**src/rtl/slab_hit_accumulator_pkg.sv**
```systemverilog
// Shared constants for the Ray-AABB slab hit accumulator: axis codes, FSM states,
// default sizing and FloPoCo 11_8 operand field positions.
package slab_hit_accumulator_pkg;

  localparam int unsigned TAGW_DEF       = 8;
  localparam int unsigned LAT_DEF        = 3;
  localparam int unsigned FIFO_DEPTH_DEF = 4;

  localparam logic [1:0] AXIS_X = 2'd0;
  localparam logic [1:0] AXIS_Y = 2'd1;
  localparam logic [1:0] AXIS_Z = 2'd2;

  typedef enum logic [1:0] {
    S_IDLE = 2'd0,
    S_EXP1 = 2'd1,
    S_EXP2 = 2'd2
  } state_e;

  // FloPoCo 11_8 operand layout (22 bits): exception, sign, exponent, fraction
  localparam int unsigned FP_W        = 22;
  localparam int unsigned FP_EXN_MSB  = 21;
  localparam int unsigned FP_EXN_LSB  = 20;
  localparam int unsigned FP_SIGN_BIT = 19;

endpackage

```
**src/rtl/slab_hit_accumulator_if.sv**
```systemverilog
// Issue/compare/result handshake bundle between the comparator front end,
// the slab hit accumulator and its result consumer.
interface slab_hit_accumulator_if #(
  parameter int unsigned TAGW = slab_hit_accumulator_pkg::TAGW_DEF
);
  logic            in_valid;
  logic [TAGW-1:0] in_tag;
  logic [1:0]      in_axis;
  logic            in_ready;
  logic            cmp_le;
  logic            out_valid;
  logic            out_ready;
  logic [TAGW-1:0] out_tag;
  logic            out_hit;
  logic            seq_err;

  modport slave (
    input  in_valid, in_tag, in_axis, cmp_le, out_ready,
    output in_ready, out_valid, out_tag, out_hit, seq_err
  );

  modport master (
    output in_valid, in_tag, in_axis, cmp_le, out_ready,
    input  in_ready, out_valid, out_tag, out_hit, seq_err
  );
endinterface

```
**src/rtl/slab_hit_accumulator_result_fifo.sv**
```systemverilog
// Synchronous result FIFO; head is read straight from storage, so empty+push
// shows out_valid the following cycle with no bypass path.
module result_fifo #(
  parameter int unsigned W     = 9,
  parameter int unsigned DEPTH = 4
) (
  input  logic                       clk,
  input  logic                       rst_n,
  input  logic                       i_push,
  input  logic [W-1:0]               i_data,
  input  logic                       i_pop,
  output logic [W-1:0]               o_data,
  output logic                       o_valid,
  output logic [$clog2(DEPTH):0]     o_count
);
  localparam int unsigned AW   = $clog2(DEPTH);
  localparam int unsigned CNTW = AW + 1;

  logic [W-1:0]    r_mem [DEPTH];
  logic [AW-1:0]   r_wptr;
  logic [AW-1:0]   r_rptr;
  logic [CNTW-1:0] r_count;
  logic            w_do_pop;
  logic            w_do_push;

  // A push at full is only legal when the head leaves in the same cycle
  assign w_do_pop  = i_pop && (r_count != '0);
  assign w_do_push = i_push && ((r_count != CNTW'(DEPTH)) || w_do_pop);

  always_ff @(posedge clk or negedge rst_n) begin
    if (!rst_n) begin
      for (int i = 0; i < int'(DEPTH); i++) r_mem[i] <= '0;
      r_wptr  <= '0;
      r_rptr  <= '0;
      r_count <= '0;
    end else begin
      if (w_do_push) begin
        r_mem[r_wptr] <= i_data;
        r_wptr        <= r_wptr + AW'(1);
      end
      if (w_do_pop) r_rptr <= r_rptr + AW'(1);
      r_count <= r_count + CNTW'(w_do_push) - CNTW'(w_do_pop);
    end
  end

  assign o_data  = r_mem[r_rptr];
  assign o_valid = (r_count != '0);
  assign o_count = r_count;

endmodule

```
**src/rtl/slab_hit_accumulator.sv**
```systemverilog
// Tracks each ray's three per-axis comparator results through a latency-matched
// delay line, ANDs them into a hit bit and queues hit/miss results per tag.
module slab_hit_accumulator
  import slab_hit_accumulator_pkg::*;
#(
  parameter int unsigned LAT        = LAT_DEF,
  parameter int unsigned TAGW       = TAGW_DEF,
  parameter int unsigned FIFO_DEPTH = FIFO_DEPTH_DEF
) (
  input  logic                  clk,
  input  logic                  rst,
  slab_hit_accumulator_if.slave bus
);
  localparam int unsigned CNTW = $clog2(FIFO_DEPTH) + 1;
  localparam int unsigned ZW   = $clog2(LAT + 1);
  localparam int unsigned OCCW = ((CNTW > ZW) ? CNTW : ZW) + 1;

  logic            r_dl_valid [LAT];
  logic [TAGW-1:0] r_dl_tag   [LAT];
  logic [1:0]      r_dl_axis  [LAT];

  state_e          r_state;
  logic            r_acc;
  logic [TAGW-1:0] r_cur_tag;
  logic            r_seq_err;

  logic            w_issue;
  logic            w_in_ready;
  logic [ZW-1:0]   w_z_inflight;
  logic            w_d_valid;
  logic [TAGW-1:0] w_d_tag;
  logic [1:0]      w_d_axis;
  logic            w_tag_eq;
  logic            w_push;
  logic [TAGW:0]   w_push_data;
  logic            w_pop;
  logic [TAGW:0]   w_head;
  logic            w_fifo_valid;
  logic [CNTW-1:0] w_fifo_count;

  // Axis-2 entries in flight each reserve one FIFO slot, so a push can never meet a full FIFO
  always_comb begin
    w_z_inflight = '0;
    for (int i = 0; i < int'(LAT); i++) begin
      if (r_dl_valid[i] && (r_dl_axis[i] == AXIS_Z)) w_z_inflight = w_z_inflight + ZW'(1);
    end
  end

  assign w_in_ready   = (OCCW'(w_fifo_count) + OCCW'(w_z_inflight)) < OCCW'(FIFO_DEPTH);
  assign w_issue      = bus.in_valid && w_in_ready;
  assign bus.in_ready = w_in_ready;

  always_ff @(posedge clk or negedge rst) begin
    if (!rst) begin
      for (int i = 0; i < int'(LAT); i++) begin
        r_dl_valid[i] <= 1'b0;
        r_dl_tag[i]   <= '0;
        r_dl_axis[i]  <= '0;
      end
    end else begin
      r_dl_valid[0] <= w_issue;
      r_dl_tag[0]   <= bus.in_tag;
      r_dl_axis[0]  <= bus.in_axis;
      for (int i = 1; i < int'(LAT); i++) begin
        r_dl_valid[i] <= r_dl_valid[i-1];
        r_dl_tag[i]   <= r_dl_tag[i-1];
        r_dl_axis[i]  <= r_dl_axis[i-1];
      end
    end
  end

  assign w_d_valid = r_dl_valid[LAT-1];
  assign w_d_tag   = r_dl_tag[LAT-1];
  assign w_d_axis  = r_dl_axis[LAT-1];
  assign w_tag_eq  = (w_d_tag == r_cur_tag);

  // Any out-of-order input drops the partial ray; a fresh axis 0 starts a new one immediately
  always_ff @(posedge clk or negedge rst) begin
    if (!rst) begin
      r_state   <= S_IDLE;
      r_acc     <= 1'b0;
      r_cur_tag <= '0;
      r_seq_err <= 1'b0;
    end else if (w_d_valid) begin
      unique case (r_state)
        S_IDLE: begin
          if (w_d_axis == AXIS_X) begin
            r_acc     <= bus.cmp_le;
            r_cur_tag <= w_d_tag;
            r_state   <= S_EXP1;
          end else begin
            r_seq_err <= 1'b1;
          end
        end
        S_EXP1, S_EXP2: begin
          if (((r_state == S_EXP1) && (w_d_axis == AXIS_Y) && w_tag_eq) ||
              ((r_state == S_EXP2) && (w_d_axis == AXIS_Z) && w_tag_eq)) begin
            r_acc   <= r_acc & bus.cmp_le;
            r_state <= (r_state == S_EXP1) ? S_EXP2 : S_IDLE;
          end else begin
            r_seq_err <= 1'b1;
            if (w_d_axis == AXIS_X) begin
              r_acc     <= bus.cmp_le;
              r_cur_tag <= w_d_tag;
              r_state   <= S_EXP1;
            end else begin
              r_state <= S_IDLE;
            end
          end
        end
        default: r_state <= S_IDLE;
      endcase
    end
  end

  assign w_push      = w_d_valid && (r_state == S_EXP2) && (w_d_axis == AXIS_Z) && w_tag_eq;
  assign w_push_data = {r_cur_tag, r_acc & bus.cmp_le};
  assign w_pop       = w_fifo_valid && bus.out_ready;

  result_fifo #(
    .W     (TAGW + 1),
    .DEPTH (FIFO_DEPTH)
  ) u_result_fifo (
    .clk     (clk),
    .rst_n   (rst),
    .i_push  (w_push),
    .i_data  (w_push_data),
    .i_pop   (w_pop),
    .o_data  (w_head),
    .o_valid (w_fifo_valid),
    .o_count (w_fifo_count)
  );

  assign bus.out_valid = w_fifo_valid;
  assign bus.out_tag   = w_head[TAGW:1];
  assign bus.out_hit   = w_head[0];
  assign bus.seq_err   = r_seq_err;

endmodule

```
**src/flat_wrapper.sv**
```systemverilog
// flat-port wrapper written by rule: the top's interface ports become plain ports
module slab_hit_accumulator_flat import slab_hit_accumulator_pkg::*;
#(
  parameter int unsigned LAT        = LAT_DEF,
  parameter int unsigned TAGW       = TAGW_DEF,
  parameter int unsigned FIFO_DEPTH = FIFO_DEPTH_DEF
)
  (clk, rst, bus_in_valid, bus_in_tag, bus_in_axis, bus_cmp_le, bus_out_ready, bus_in_ready, bus_out_valid, bus_out_tag, bus_out_hit, bus_seq_err);
  slab_hit_accumulator_if #(.TAGW(TAGW)) bus_i ();
  input  logic clk;
  input  logic rst;
  input wire logic [$bits(bus_i.in_valid)-1:0] bus_in_valid;
  input wire logic [$bits(bus_i.in_tag)-1:0] bus_in_tag;
  input wire logic [$bits(bus_i.in_axis)-1:0] bus_in_axis;
  input wire logic [$bits(bus_i.cmp_le)-1:0] bus_cmp_le;
  input wire logic [$bits(bus_i.out_ready)-1:0] bus_out_ready;
  output wire logic [$bits(bus_i.in_ready)-1:0] bus_in_ready;
  output wire logic [$bits(bus_i.out_valid)-1:0] bus_out_valid;
  output wire logic [$bits(bus_i.out_tag)-1:0] bus_out_tag;
  output wire logic [$bits(bus_i.out_hit)-1:0] bus_out_hit;
  output wire logic [$bits(bus_i.seq_err)-1:0] bus_seq_err;
  assign bus_i.in_valid = bus_in_valid;
  assign bus_i.in_tag = bus_in_tag;
  assign bus_i.in_axis = bus_in_axis;
  assign bus_i.cmp_le = bus_cmp_le;
  assign bus_i.out_ready = bus_out_ready;
  assign bus_in_ready = bus_i.in_ready;
  assign bus_out_valid = bus_i.out_valid;
  assign bus_out_tag = bus_i.out_tag;
  assign bus_out_hit = bus_i.out_hit;
  assign bus_seq_err = bus_i.seq_err;
  slab_hit_accumulator #(.LAT(LAT), .TAGW(TAGW), .FIFO_DEPTH(FIFO_DEPTH)) u_core (.clk(clk), .rst(rst), .bus(bus_i));
endmodule
```
**config.mk**
```make
export PLATFORM = sky130hd
export DESIGN_NAME = slab_hit_accumulator_flat
export DESIGN_NICKNAME = d
export VERILOG_FILES = /design/src/rtl/slab_hit_accumulator_pkg.sv /design/src/rtl/slab_hit_accumulator_if.sv /design/src/rtl/slab_hit_accumulator_result_fifo.sv /design/src/rtl/slab_hit_accumulator.sv /design/src/flat_wrapper.sv
export SDC_FILE = /design/constraint.sdc
export NUM_CORES = 1
export LEC_CHECK = 0
export BUFFER_PORTS_ARGS = -buffer_cell sky130_fd_sc_hd__buf_2
export CAP_MARGIN = 5
export CORE_UTILIZATION = 48
export DETAILED_ROUTE_END_ITERATION = 8
export GPL_TIMING_DRIVEN = 0
export PLACE_DENSITY = 0.64
export SETUP_SLACK_MARGIN = 0.2
export SYNTH_ARGS = -nofsm -noshare
export SYNTH_HDL_FRONTEND = slang
export SYNTH_SLANG_ARGS = --single-unit
```
**constraint.sdc**
```tcl
create_clock -name clk -period 5 [get_ports clk]
set_input_delay 0.25 -clock clk [delete_from_list [all_inputs] [get_ports clk]]
set_output_delay 0.25 -clock clk [all_outputs]
set_load 0.01 [all_outputs]
```
==> results.py <==
metrics = {
    "pwr": {
        "power.density_nw_per_um2": 403,
        "ir_drop_uv": 199,
        "p_leak_nw": 2.03,
    },
    "yosys": {
        "synthMostInstantiatedCell": "dfrtp_1",
        "synth_area_leader_cell": "dfrtp_1",
        "synthesis.nets": 254,
        "synth_area_leaders": "dfrtp_1 (61%), mux2_2 (14%), mux4_2 (5.6%)",
        "synth_ff_type": "dfrtp_1",
        "synth.yosys.seq_area_share_pct": 60.7,
        "synth-seq-cells": 88,
        "synthDistinctLibCells": 33,
        "netlist_area_um2": 3630,
        "postSynthAreaPerCell_um2": 16.1,
        "yosys-top-cells-count": "dfrtp_1 (88), mux2_2 (45), ha_1 (13)",
        "synth_edf_count": 0,
        "synth_warnings": 0,
        "synth_cells": 225,
        "ys_async_sr_fraction_pct": 100,
        "netlist.area_leader.share_pct": 60.7,
    },
    "floorplanning": {
        "die_width_um": 88.9,
        "rows": 31,
        "coreArea_um2": 7290,
        "dieArea_um2": 7910,
        "start_util_pct": 49.8,
        "chipHeight_um": 88.9,
        "io-pin-count": 27,
    },
    "sta": {
        "worst_slew_pin_slew_ns": 0.959,
        "layout_min_cycle_time_ns": 2.87,
        "final_max_slew_viol_count": 0,
        "max_freq_mhz": 348,
        "final.period_utilization_pct": 57.4,
        "relSlewSlack_pct": 35.7,
        "hold_viol": 0,
        "rsz0062_at_grt": "false",
        "setup_viol": 0,
        "fin_setup_tns_ns": 0,
        "skew_ns": 0.00917,
    },
    "worst_setup_path": {
        "path_max_fanout": 5,
        "worst_path_most_repeated_cell": "ha_1",
        "crit_path_end_kind": "register",
        "cpPeakStageDelay_ns": 0.66,
        "required_ns": 5.24,
        "slowest_stage": "nor3_2",
        "cp_cell_sequence": "inv_1 > ha_1 > nand2_1 > nor3_2 > nand3_2 > ha_1 > inv_1 > ha_1 > fa_1 > xnor2_1",
        "cp-start-kind": "register",
        "crit_arrival_ns": 3.11,
        "critPathKind": "register to register",
    },
    "finish": {
        "antennaDiodeCount": 0,
        "n_fill_cell": 612,
        "fin_nets": 303,
        "drive_gt1_share_pct": 38.5,
        "finalCoreUtilization_pct": 57.8,
        "areaGrowthSynthToFinish_pct": 16.2,
    },
    "cts": {
        "clock_path_buffers": 2,
        "cts_buffers": 9,
        "cts_tree": "built",
        "clkSlewWorstSetupHoldPaths_ns": 0.09,
        "ctsResizeCount": 0,
        "htreeDepth": 3,
        "ctsHoldBuffers": 11,
        "clkLatencyLatePin_ns": 0.35,
        "root_buffer": "clkbuf_8",
        "clock_sinks": 88,
        "cts_setup_buffers": 0,
    },
    "grt": {
        "groute.usage.overall_pct": 16.8,
        "grt_max_degree": 47,
        "grt_pass1_wl_um": 9410,
        "antenna_found_initial": 0,
        "globalRouteOverflowTotal": 0,
        "grt_pass1_vias": 1914,
    },
    "drt": {
        "route.detailed.drc": 0,
        "viasPerCell": 5.06,
        "firstDrtPassIters": 3,
        "vias": 1906,
        "drt.antenna.violating_nets": 0,
        "wl_um": 5840,
        "first_iter_violations": 63,
        "wl_per_cell_um": 15.5,
    },
    "flow_run": {
        "maxCapViolations": 0,
    },
    "placed_design": {
        "place_hpwl_um": 3850,
        "routabilityCongestion": 0.754,
        "io_buffers": 26,
    },
    "hold_path": {
        "worst_hold_path_type": "input pin to register",
    },
    "run_status": {
        "status": "finished, final reports clean",
    },
}
==> layout by cell type (no fill, tap or decap), types with 2 or more instances in the layout <==
cell	netlist	final
dlygate4sd3_1	0	11
xnor2_1	4	4
clkinv_2	0	2
nand4_4	4	4
nor4b_1	2	2
nor3_2	2	2
ha_1	13	13
and2_1	3	3
nor4_4	2	2
mux2_2	45	45
mux4_2	9	9
nand2b_1	2	2
dfrtp_1	88	88
xor2_1	10	10
nand2_1	8	8
o21ai_0	4	4
inv_1	10	10
buf_2	0	25
nand3b_1	2	2
clkbuf_8	0	10
==> kinds of logic (layout without fill, tap and decap cells) <==
kind of cell	after synthesis	count (layout)	share of synthesized area (%)
xor+xnor	14	14	3.38
compound gates	9	9	1.83
fa+ha+maj	14	14	5.03
flops	88	88	60.7
mux	54	54	19.6
simple gates	34	34	8.28
buf+inv	12	65	1.24
==> final timing paths <==
| kind | from | to | slack, ns | cells past startpoint |
|---|---|---|---|---|
| max | u_core.r_state[0] | u_core.u_result_fifo.o_count[2] | 2.13 | 10 |
| min | bus_in_valid | u_core.r_dl_valid[2] | 0.16 | 2 |
| max reg2reg | u_core.r_state[0] | u_core.u_result_fifo.o_count[2] | 2.13 | 10 |
| min reg2reg | u_core.r_dl_tag[9] | u_core.w_d_tag[1] | 0.35 | 0 |
| max in group asynchronous | rst | u_core.u_result_fifo.r_wptr[0] | 3.95 | 3 |
| min in group asynchronous | rst | u_core.w_d_tag[6] | 0.44 | 2 |
==> critical path: cells and delay by family (launching register included) <==
family                     cells  cell delay, ns
xor gates and xnor gates       1            0.14
adders and majority gates      4            1.11
buffers and inverters          2            0.14
DFF                            1            0.42
and+or+nand+nor                3            0.94
==> sequential cells by signal, summed over array words and instances, names as in the netlist, 2 cells and up <==
name,cells
u_core.r_cur_tag,8
u_core.r_dl_valid,2
u_core.u_result_fifo.r_mem,36
u_core.r_dl_axis,4
u_core.r_dl_tag,16
u_core.w_d_axis,2
u_core.w_d_tag,8
u_core.u_result_fifo.r_rptr,2
u_core.r_state,2
u_core.u_result_fifo.o_count,3
u_core.u_result_fifo.r_wptr,2
==> area by class of cell <==
type                            count  area, µm²  share of cell area, %
Clock buffer                       10        138                   3.26
Timing Repair Buffer               38        270                   6.41
Buffer                              2       7.51                  0.178
Clock inverter                      5       56.3                   1.34
Tap cell                           99        124                   2.94
Multi-Input combinational cell    125       1380                   32.8
Sequential cell                    88       2200                   52.2
Inverter                           10       37.5                  0.890
==> per-stage QoR <==
stage | cell area, µm² | instances | worst slack, ns | hold WS (ns) | power, W
after global placement | 3880 | 350 | 2.16 | 0.333 | 0.00122
after global routing | 4220 | 377 | 2.00 | 0.146 | 0.00180
after CTS | 4220 | 377 | 2.08 | 0.155 | 0.00173
after floorplan | 3630 | 225 | 2.38 | -0.0456 | 0.00112
after detailed placement | 3910 | 351 | 2.10 | 0.282 | 0.00124
final | 4220 | 377 | 2.13 | 0.162 | 0.00170
==> metal layers <==
metal	wire length, µm	share of wire [%]	track usage (%)	up-vias
met5	0	0	0	-
met3	139	2.4	4.43	8
met1	2920	50	23.6	971
met4	109	1.9	8.23	0
li1	-	-	-	900
met2	2670	46	24.4	27
==> power by group <==
part / total (W) / internal, W / switching, W / leakage, nW
Combinational: 0.000337 / 0.000154 / 0.000182 / 0.816
Clock: 0.000481 / 0.000242 / 0.000239 / 0.0985
Sequential: 0.000882 / 0.000791 / 0.0000907 / 1.12
Total: 0.00170 / 0.00119 / 0.000512 / 2.03
(Power assumes the default switching activity.)
